$ cat src/rtl/wb_arb_pkg.sv
// wb_arb_pkg: shared types and constants for the two-master Wishbone arbiter.
// Contents: arb_state_t arbiter FSM encoding, classic-cycle CTI and linear BTE constants.
package wb_arb_pkg;
   typedef enum logic [1:0] {IDLE, OWN0, OWN1, TURN} arb_state_t;
   localparam logic [2:0] WB_CTI_CLASSIC = 3'b000;
   localparam logic [1:0] WB_BTE_LINEAR  = 2'b00;
endpackage

$ cat src/rtl/wb_timeout_counter.sv
// wb_timeout_counter: counts stalled strobe cycles and flags expiry at LIMIT.
// Ports: clk, rst (sync, active-high); en = stalled cycle; clr = restart count;
// expire = this stalled cycle is the LIMIT-th in a row (count restarts).
module wb_timeout_counter #(
   parameter int LIMIT = 255
) (
   input  logic clk,
   input  logic rst,
   input  logic en,
   input  logic clr,
   output logic expire
);
   logic [15:0] r_cnt;
   // r_cnt holds the stalled cycles already seen, so the LIMIT-th one sees LIMIT-1
   assign expire = en & (r_cnt == 16'(LIMIT - 1));
   always_ff @(posedge clk)
      if (rst || clr || expire) r_cnt <= '0;
      else if (en) r_cnt <= r_cnt + 16'd1;
endmodule

$ cat src/rtl/wb_arbiter_2m.sv
// wb_arbiter_2m: round-robin two-master Wishbone arbiter with turnaround and transfer timeout.
// Ports: wb_clk_i/wb_rst_i clock and sync reset; m0_*/m1_* master buses; s_* interconnect port;
// grant_o one-hot owner; timeout_o one-cycle pulse when a hung transfer is errored.
module wb_arbiter_2m
   import wb_arb_pkg::*;
#(
   parameter int TIMEOUT_CYCLES = 255
) (
   input  logic        wb_clk_i,
   input  logic        wb_rst_i,
   input  logic [31:0] m0_adr_i,
   input  logic [31:0] m0_dat_i,
   input  logic [3:0]  m0_sel_i,
   input  logic        m0_we_i,
   input  logic        m0_cyc_i,
   input  logic        m0_stb_i,
   output logic [31:0] m0_dat_o,
   output logic        m0_ack_o,
   output logic        m0_err_o,
   input  logic [31:0] m1_adr_i,
   input  logic [31:0] m1_dat_i,
   input  logic [3:0]  m1_sel_i,
   input  logic        m1_we_i,
   input  logic        m1_cyc_i,
   input  logic        m1_stb_i,
   output logic [31:0] m1_dat_o,
   output logic        m1_ack_o,
   output logic        m1_err_o,
   output logic [31:0] s_adr_o,
   output logic [31:0] s_dat_o,
   output logic [3:0]  s_sel_o,
   output logic        s_we_o,
   output logic        s_cyc_o,
   output logic        s_stb_o,
   output logic [2:0]  s_cti_o,
   output logic [1:0]  s_bte_o,
   input  logic [31:0] s_dat_i,
   input  logic        s_ack_i,
   input  logic        s_err_i,
   output logic [1:0]  grant_o,
   output logic        timeout_o
);
   arb_state_t r_state, w_next;
   logic r_last;
   logic w_own0, w_own1, w_stb, w_en, w_expire;
   assign w_own0 = r_state == OWN0;
   assign w_own1 = r_state == OWN1;
   // stb only counts while the owner still holds cyc, so dropping cyc never raises a timeout
   assign w_stb = w_own0 ? m0_cyc_i & m0_stb_i : w_own1 ? m1_cyc_i & m1_stb_i : 1'b0;
   assign w_en = w_stb & ~s_ack_i & ~s_err_i;
   assign m0_dat_o = s_dat_i;
   assign m1_dat_o = s_dat_i;
   assign s_cti_o = WB_CTI_CLASSIC;
   assign s_bte_o = WB_BTE_LINEAR;
   wb_timeout_counter #(.LIMIT(TIMEOUT_CYCLES)) u_tmo (
      .clk(wb_clk_i),
      .rst(wb_rst_i),
      .en(w_en),
      .clr(~w_en),
      .expire(w_expire)
   );
   // r_last: 0 = m0 owned last, 1 = m1 owned last (reset value lets m0 win the first tie)
   always_ff @(posedge wb_clk_i)
      if (wb_rst_i) begin
         r_state <= IDLE;
         r_last  <= 1'b1;
      end else begin
         r_state <= w_next;
         if (w_own0 && !m0_cyc_i) r_last <= 1'b0;
         if (w_own1 && !m1_cyc_i) r_last <= 1'b1;
      end
   always_comb begin
      w_next = r_state;
      case (r_state)
         IDLE:    w_next = (m0_cyc_i && m1_cyc_i) ? (r_last ? OWN0 : OWN1) :
                           m0_cyc_i ? OWN0 : m1_cyc_i ? OWN1 : IDLE;
         OWN0:    w_next = m0_cyc_i ? OWN0 : TURN;
         OWN1:    w_next = m1_cyc_i ? OWN1 : TURN;
         default: w_next = IDLE;
      endcase
   end
   always_comb begin
      s_adr_o   = w_own0 ? m0_adr_i : w_own1 ? m1_adr_i : '0;
      s_dat_o   = w_own0 ? m0_dat_i : w_own1 ? m1_dat_i : '0;
      s_sel_o   = w_own0 ? m0_sel_i : w_own1 ? m1_sel_i : '0;
      s_we_o    = w_own0 ? m0_we_i : w_own1 ? m1_we_i : 1'b0;
      s_cyc_o   = w_own0 ? m0_cyc_i : w_own1 ? m1_cyc_i : 1'b0;
      s_stb_o   = w_stb & ~w_expire;
      m0_ack_o  = w_own0 & s_ack_i;
      m1_ack_o  = w_own1 & s_ack_i;
      m0_err_o  = w_own0 & (s_err_i | w_expire);
      m1_err_o  = w_own1 & (s_err_i | w_expire);
      grant_o   = {w_own1, w_own0};
      timeout_o = w_expire;
   end
endmodule

$ cat config.mk
export PLATFORM = sky130hd
export DESIGN_NAME = wb_arbiter_2m
export DESIGN_NICKNAME = d
export VERILOG_FILES = /design/src/rtl/wb_arb_pkg.sv /design/src/rtl/wb_timeout_counter.sv /design/src/rtl/wb_arbiter_2m.sv
export SDC_FILE = /design/constraint.sdc
export NUM_CORES = 1
export LEC_CHECK = 0
export ABC_CLOCK_PERIOD_IN_PS = 2590
export CAP_MARGIN = 40
export CORE_AREA = 4 4 123 125
export DETAILED_ROUTE_END_ITERATION = 12
export DIE_AREA = 0 0 127 129
export PLACE_DENSITY_LB_ADDON = 0.08
export SLEW_MARGIN = 30
export SYNTH_ARGS = -nofsm -noshare
export SYNTH_HDL_FRONTEND = slang
export SYNTH_SLANG_ARGS = --single-unit
$ cat constraint.sdc
create_clock -name wb_clk_i -period 2.59 [get_ports wb_clk_i]
set_input_delay 0.518 -clock wb_clk_i [delete_from_list [all_inputs] [get_ports wb_clk_i]]
set_output_delay 0.518 -clock wb_clk_i [all_outputs]
set_load 0.005 [all_outputs]
After elaboration in Yosys (flattened, before gate mapping)
Index checks and enable logic that the tools add are counted.
- bits of input ports: 178
- output and inout port bits: 147
- bits in registers: 19
- muxes and demuxes: 19
- bitwise operators: 15
- equality and inequality tests: 3
- add/subtract/negate cells: 1
- reduce and logical (&&, ||, !) cells: 9
- operator list (cell ; number):
    $mux W32 ; 4
    $add A16 B1 Y16 const B ; 1
    $eq A16 B8 Y1 const B ; 1
    $and A1 B1 Y1 ; 10
    $mux W2 ; 5
    $mux W4 ; 2
    $mux W1 ; 7
    $pmux W2 S3 ; 1
    $not A1 Y1 ; 4
    $logic_and A1 B1 Y1 ; 3
    $eq A2 B1 Y1 const B ; 1
    $eq A2 B2 Y1 const B ; 1
    $logic_not A1 Y1 ; 2
    $logic_not A2 Y1 ; 1
    $logic_or A1 B1 Y1 ; 2
    $reduce_or A2 Y1 ; 1
    $or A1 B1 Y1 ; 1

Depth between registers and ports, before layout
Gate-level depths: netlist of run 1.
- depth in word-level cells: 8
- depth in mapped cells: 7
- depth with buffers taken out: 6

Modules after synthesis
A second synthesis of run 1 with hierarchy kept.
- cells, all modules: 276
- area total of the unflattened synthesis: 2394.8 um2
- by module, submodules not included (module ; area an instance (um2) ; seq. area each (um2) ; cells each ; times used):
    wb_arbiter_2m ; 1545.2 ; 60.1 ; 188 ; 1
    wb_timeout_counter ; 849.6 ; 320.3 ; 88 ; 1

Worst setup path after synthesis of run 1
No wires, ideal clock.
- path kind: reg-to-output
- start point: register u_tmo.r_cnt[0]
- end point: output m0_err_o
- path buffers: 0
- slack: 0.824 ns
- stages on the path, launching flop included: 7
- arrival: 1.248 ns
- cells stage by stage: dfxtp_1 > inv_1 > ha_1 > and4b_1 > nand4_1 > o31a_1 > nor2b_1
- cells in the longest elaborated chain, start to end: 4
- RTL lines (what ; RTL line ; RTL):
    from (decl) ; wb_timeout_counter.sv:13 ; logic [15:0] r_cnt;
    from (signal assigned) ; wb_timeout_counter.sv:18 ; else if (en) r_cnt <= r_cnt + 16'd1;
    $eq A16 B8 Y1 ; wb_timeout_counter.sv:15 ; assign expire = en & (r_cnt == 16'(LIMIT - 1));
    $and A1 B1 Y1 ; wb_timeout_counter.sv:15 ;
    $or A1 B1 Y1 ; wb_arbiter_2m.sv:91 ; m0_err_o = w_own0 & (s_err_i | w_expire);
    $and A1 B1 Y1 ; wb_arbiter_2m.sv:91 ;
    to (decl) ; wb_arbiter_2m.sv:19 ; output logic m0_err_o,
Every way passes these cells.

Final worst setup path of run 1
- start point: register r_state[1]
- end point: output s_adr_o[25]
- cells in the longest elaborated chain, start to end: 3
- elaborated cells on any way between the ends: 4
- classes of those cells: 2 x eq/ne; 2 x mux
- RTL lines (what ; RTL line ; RTL):
    from (decl) ; wb_arbiter_2m.sv:43 ; arb_state_t r_state, w_next;
    from (signal assigned) ; wb_arbiter_2m.sv:68 ; r_state <= w_next;
    $eq A2 B2 Y1 ; wb_arbiter_2m.sv:47 ; assign w_own1 = r_state == OWN1;
    $mux W32 ; wb_arbiter_2m.sv:83 ; s_adr_o = w_own0 ? m0_adr_i : w_own1 ? m1_adr_i : '0;
    $mux W32 * ; wb_arbiter_2m.sv:83 ;
    to (decl) ; wb_arbiter_2m.sv:29 ; output logic [31:0] s_adr_o,
Mark *: on every way between the ends. The rest lies on a longest branch, timed or not.

==> run summary, run 1 <==
Run status - completed
Cell Area, Synth - 2221 sq um
Antenna violations before repair - 1
I/O Pins - 325
Most common flop cell mapped by yosys - sky130_fd_sc_hd__dfxtp_1
Static leakage power - 1.638 nW
Most frequent cells after synthesis - sky130_fd_sc_hd__buf_4, sky130_fd_sc_hd__a22o_1, sky130_fd_sc_hd__dfxtp_1, sky130_fd_sc_hd__nor2_1, sky130_fd_sc_hd__buf_2
Count of different cell masters after synthesis - 36
Final Hold Vio Count - 0
Max Buffers Root-to-Sink - 2
Critical path start-end classification - reg -> out
Most area-hungry cell type in the Yosys netlist - sky130_fd_sc_hd__a22o_1
Clock latency on the worst-skew pair - 0.26 ns
Number of global-route vias before repair - 2838
Growth of design area from synthesis to finish - 100.2%
Sequential element share of the synthesized area - 0.1713
Floorplan die area - 16380 sq um
Detail Route Antenna Nets - 0
Share of Yosys cell area claimed by the top area cell type - 0.2721
Number of pins exceeding their max-slew limit in the final report - 0
Die boundary width - 127 um
Internal power component - 1.116 mW
Pre-Repair DR Iteration Count - 4
Drc violations - 0
Smallest setup slack after layout - 0.09012 ns
FP Rows - 43
Average vias per placed instance - 4.308
Place WS - -0.2292 ns
Arrival @ worst endpoint - 1.98 ns
Proportion of layout cells with a drive suffix above 1 - 0.09641
Routability Congestion - 0.7737
Class of the most critical hold timing path - reg -> reg
Crit end category - output pin
DR WL/cell - 23.47 um
Worst Path Required - 2.07 ns
TritonCTS clock tree - built
Worst-path fanout max - 28
Net switching power of the design - 470.3 uW
Maxcap violations - 0
Share of total power consumed by net switching - 0.2965
Element type at the critical path start - flip-flop
Leading cell type by number of instances after synthesis - sky130_fd_sc_hd__buf_4
Detailed-route via count - 2701
Number of buffers added by the clock tree synthesis step - 3
Wire length of the first global-routing pass - 19510 um
Number of failing setup endpoints in the final timing report - 0
EDFF count, synth - 0
Mean area per synthesized cell - 7.960 sq um
Main area contributors after synthesis - sky130_fd_sc_hd__a22o_1, sky130_fd_sc_hd__buf_4, sky130_fd_sc_hd__dfxtp_1
Clock-pin transition on the worst setup and hold timing paths - 0.06 ns
Final net count - 627
Fraction of power consumed by combinational cells - 0.599
Unrepaired setup endpoints after global routing - false
Yosys Warn Count - 0
Sequential Power Share - 0.194
Clock power frac - 0.207
Min Tclk post-route - 2.500 ns
Number of buffers added on ports - 223
Total global-route track usage - 0.1624
First-iteration detailed-routing DRC count - 90
Share of flip-flops with an asynchronous set or reset - 0
Core Box Area - 13880 sq um
Clock tree sinks - 19
CTS Hold Buffers Added - 0
Final core area utilization - 0.3204
DPL Wire Length - 12350 um
Die boundary height - 129 um
Maximum number of pins on one net before global-route repair - 58
Peak supply drop - 0.2151 mV
Post-synthesis instance total - 279
Achievable Freq - 400.0 MHz
Total grt overflow - 0
Initial Utilization - 0.1600
R2R setup slack - 1.08 ns
Yosys reg bits - 19
Final WL - 14710 um
Maximum level of the CTS H-tree - 1
Power per cell area - 356.7 nW/um^2
Worst clock skew - 0.007206 ns
Final Total Pwr - 1.586 mW
Cell at the root of the clock tree - sky130_fd_sc_hd__clkbuf_16
Final worst path period share - 0.9652
worst max-delay path: stages (launching register included):
cell and delay (ns):
sky130_fd_sc_hd__dfxtp_2 0.44, sky130_fd_sc_hd__nor2b_4 0.22, sky130_fd_sc_hd__buf_4 0.16, sky130_fd_sc_hd__clkbuf_16 0.21, sky130_fd_sc_hd__a22o_1 0.17, sky130_fd_sc_hd__clkdlybuf4s50_1 0.52
area by class of cell:
| cell class | count | area (sq um) |
|---|---|---|
| Antenna cell | 1 | 2.502 |
| Clock inverter | 1 | 7.507 |
| Clock buffer | 3 | 75.07 |
| Timing Repair Buffer | 249 | 2502 |
| Tap cell | 180 | 225.2 |
| Fill cell | 1453 | 9434 |
| Inverter | 4 | 15.01 |
| Sequential cell | 19 | 381.6 |
| Multi-Input combinational cell | 170 | 1237 |
routing by layer:
| metal | track usage | vias to the layer above | part of all wire |
|---|---|---|---|
| met3 | 0.07721 | 25 | 0.12 |
| met2 | 0.2537 | 175 | 0.45 |
| met1 | 0.2075 | 1226 | 0.42 |
| met4 | 0.02776 | 0 | 0.016 |
| li1 | - | 1275 | - |
| met5 | 0 | - | 0 |
cell usage in the layout (no fill, tap or decap), drive strengths merged, types with 4 or more instances in the layout:
cell type / count
nor2b: 5
nor3: 7
nand3: 6
dlygate4sd2: 4
a22o: 69
xnor2: 8
nand2: 7
xor2: 4
nand4: 5
nor4: 4
inv: 4
clkbuf: 4
clkdlybuf4s50: 219
buf: 25
nor2: 19
dfxtp: 19
a21oi: 6
conb: 5
path summary, 6_finish.rpt:
kind                                startpoint              to  cells past startpoint
worst min register to register  u_tmo.r_cnt[0]  u_tmo.r_cnt[0]                      1
worst min-delay path            u_tmo.r_cnt[0]  u_tmo.r_cnt[0]                      1
worst max-delay path                r_state[1]     s_adr_o[25]                      5
worst max register to register      r_state[0]  u_tmo.r_cnt[9]                      7
through the flow:
stage                     cells  instance area, sq um  TNS, ns  hold slack [ns]
after global routing        627                  4447        0           0.5406
after floorplan             283                  2236        0           0.4369
after detailed placement    618                  4298  -0.7247           0.4705
after global placement      618                  4298  -0.7750           0.4532
after CTS                   624                  4412        0           0.4858
final                       627                  4447        0           0.4812
state kept, by name (all words and copies together), names as in the netlist:
signal and flops:
u_tmo.r_cnt 16, r_state 2, r_last 1
cell families (layout without fill, tap and decap cells):
kind of cell / Yosys count / in the layout / synth area share
AO/OA/AOI/OAI: 82 / 82 / 0.3082
AND/OR/NAND/NOR: 69 / 69 / 0.1718
adder cells (fa/ha/maj): 2 / 2 / 0.01127
XOR/XNOR: 12 / 12 / 0.04732
flip-flops: 19 / 19 / 0.1713
other: 1 / 6 / 0.001689
buffers and inverters: 94 / 257 / 0.2884
power by group through the flow:
| stage | clock network (mW) | registers (mW) | logic (mW) |
|---|---|---|---|
| floorplan | 0 | 0.306 | 0.353 |
| global placement | 0 | 0.313 | 0.931 |
| detailed placement | 0 | 0.314 | 0.924 |
| CTS | 0.343 | 0.308 | 0.949 |
| global route | 0.352 | 0.309 | 1.02 |
| finish | 0.329 | 0.308 | 0.949 |
timing repair:
item / CTS / global route
setup buffers: 2 / 1
gates cloned: 0 / 1
endpoints found under the setup margin: 43 / 16
pin swaps: 1 / 1
resized for setup: 7 / 0
Note: power is estimated with default switching activity, not from simulation.
==> run 2, diff against run 1 <==
--- a/config.mk
+++ b/config.mk
@@ -6,7 +6,7 @@
 export NUM_CORES = 1
 export LEC_CHECK = 0
 export ABC_CLOCK_PERIOD_IN_PS = 2590
-export CAP_MARGIN = 40
+export CAP_MARGIN = 20
 export CORE_AREA = 4 4 123 125
 export DETAILED_ROUTE_END_ITERATION = 12
 export DIE_AREA = 0 0 127 129
==> results of run 2 <==
No change in the layout: final DEF, timing and power equal those of run 1.
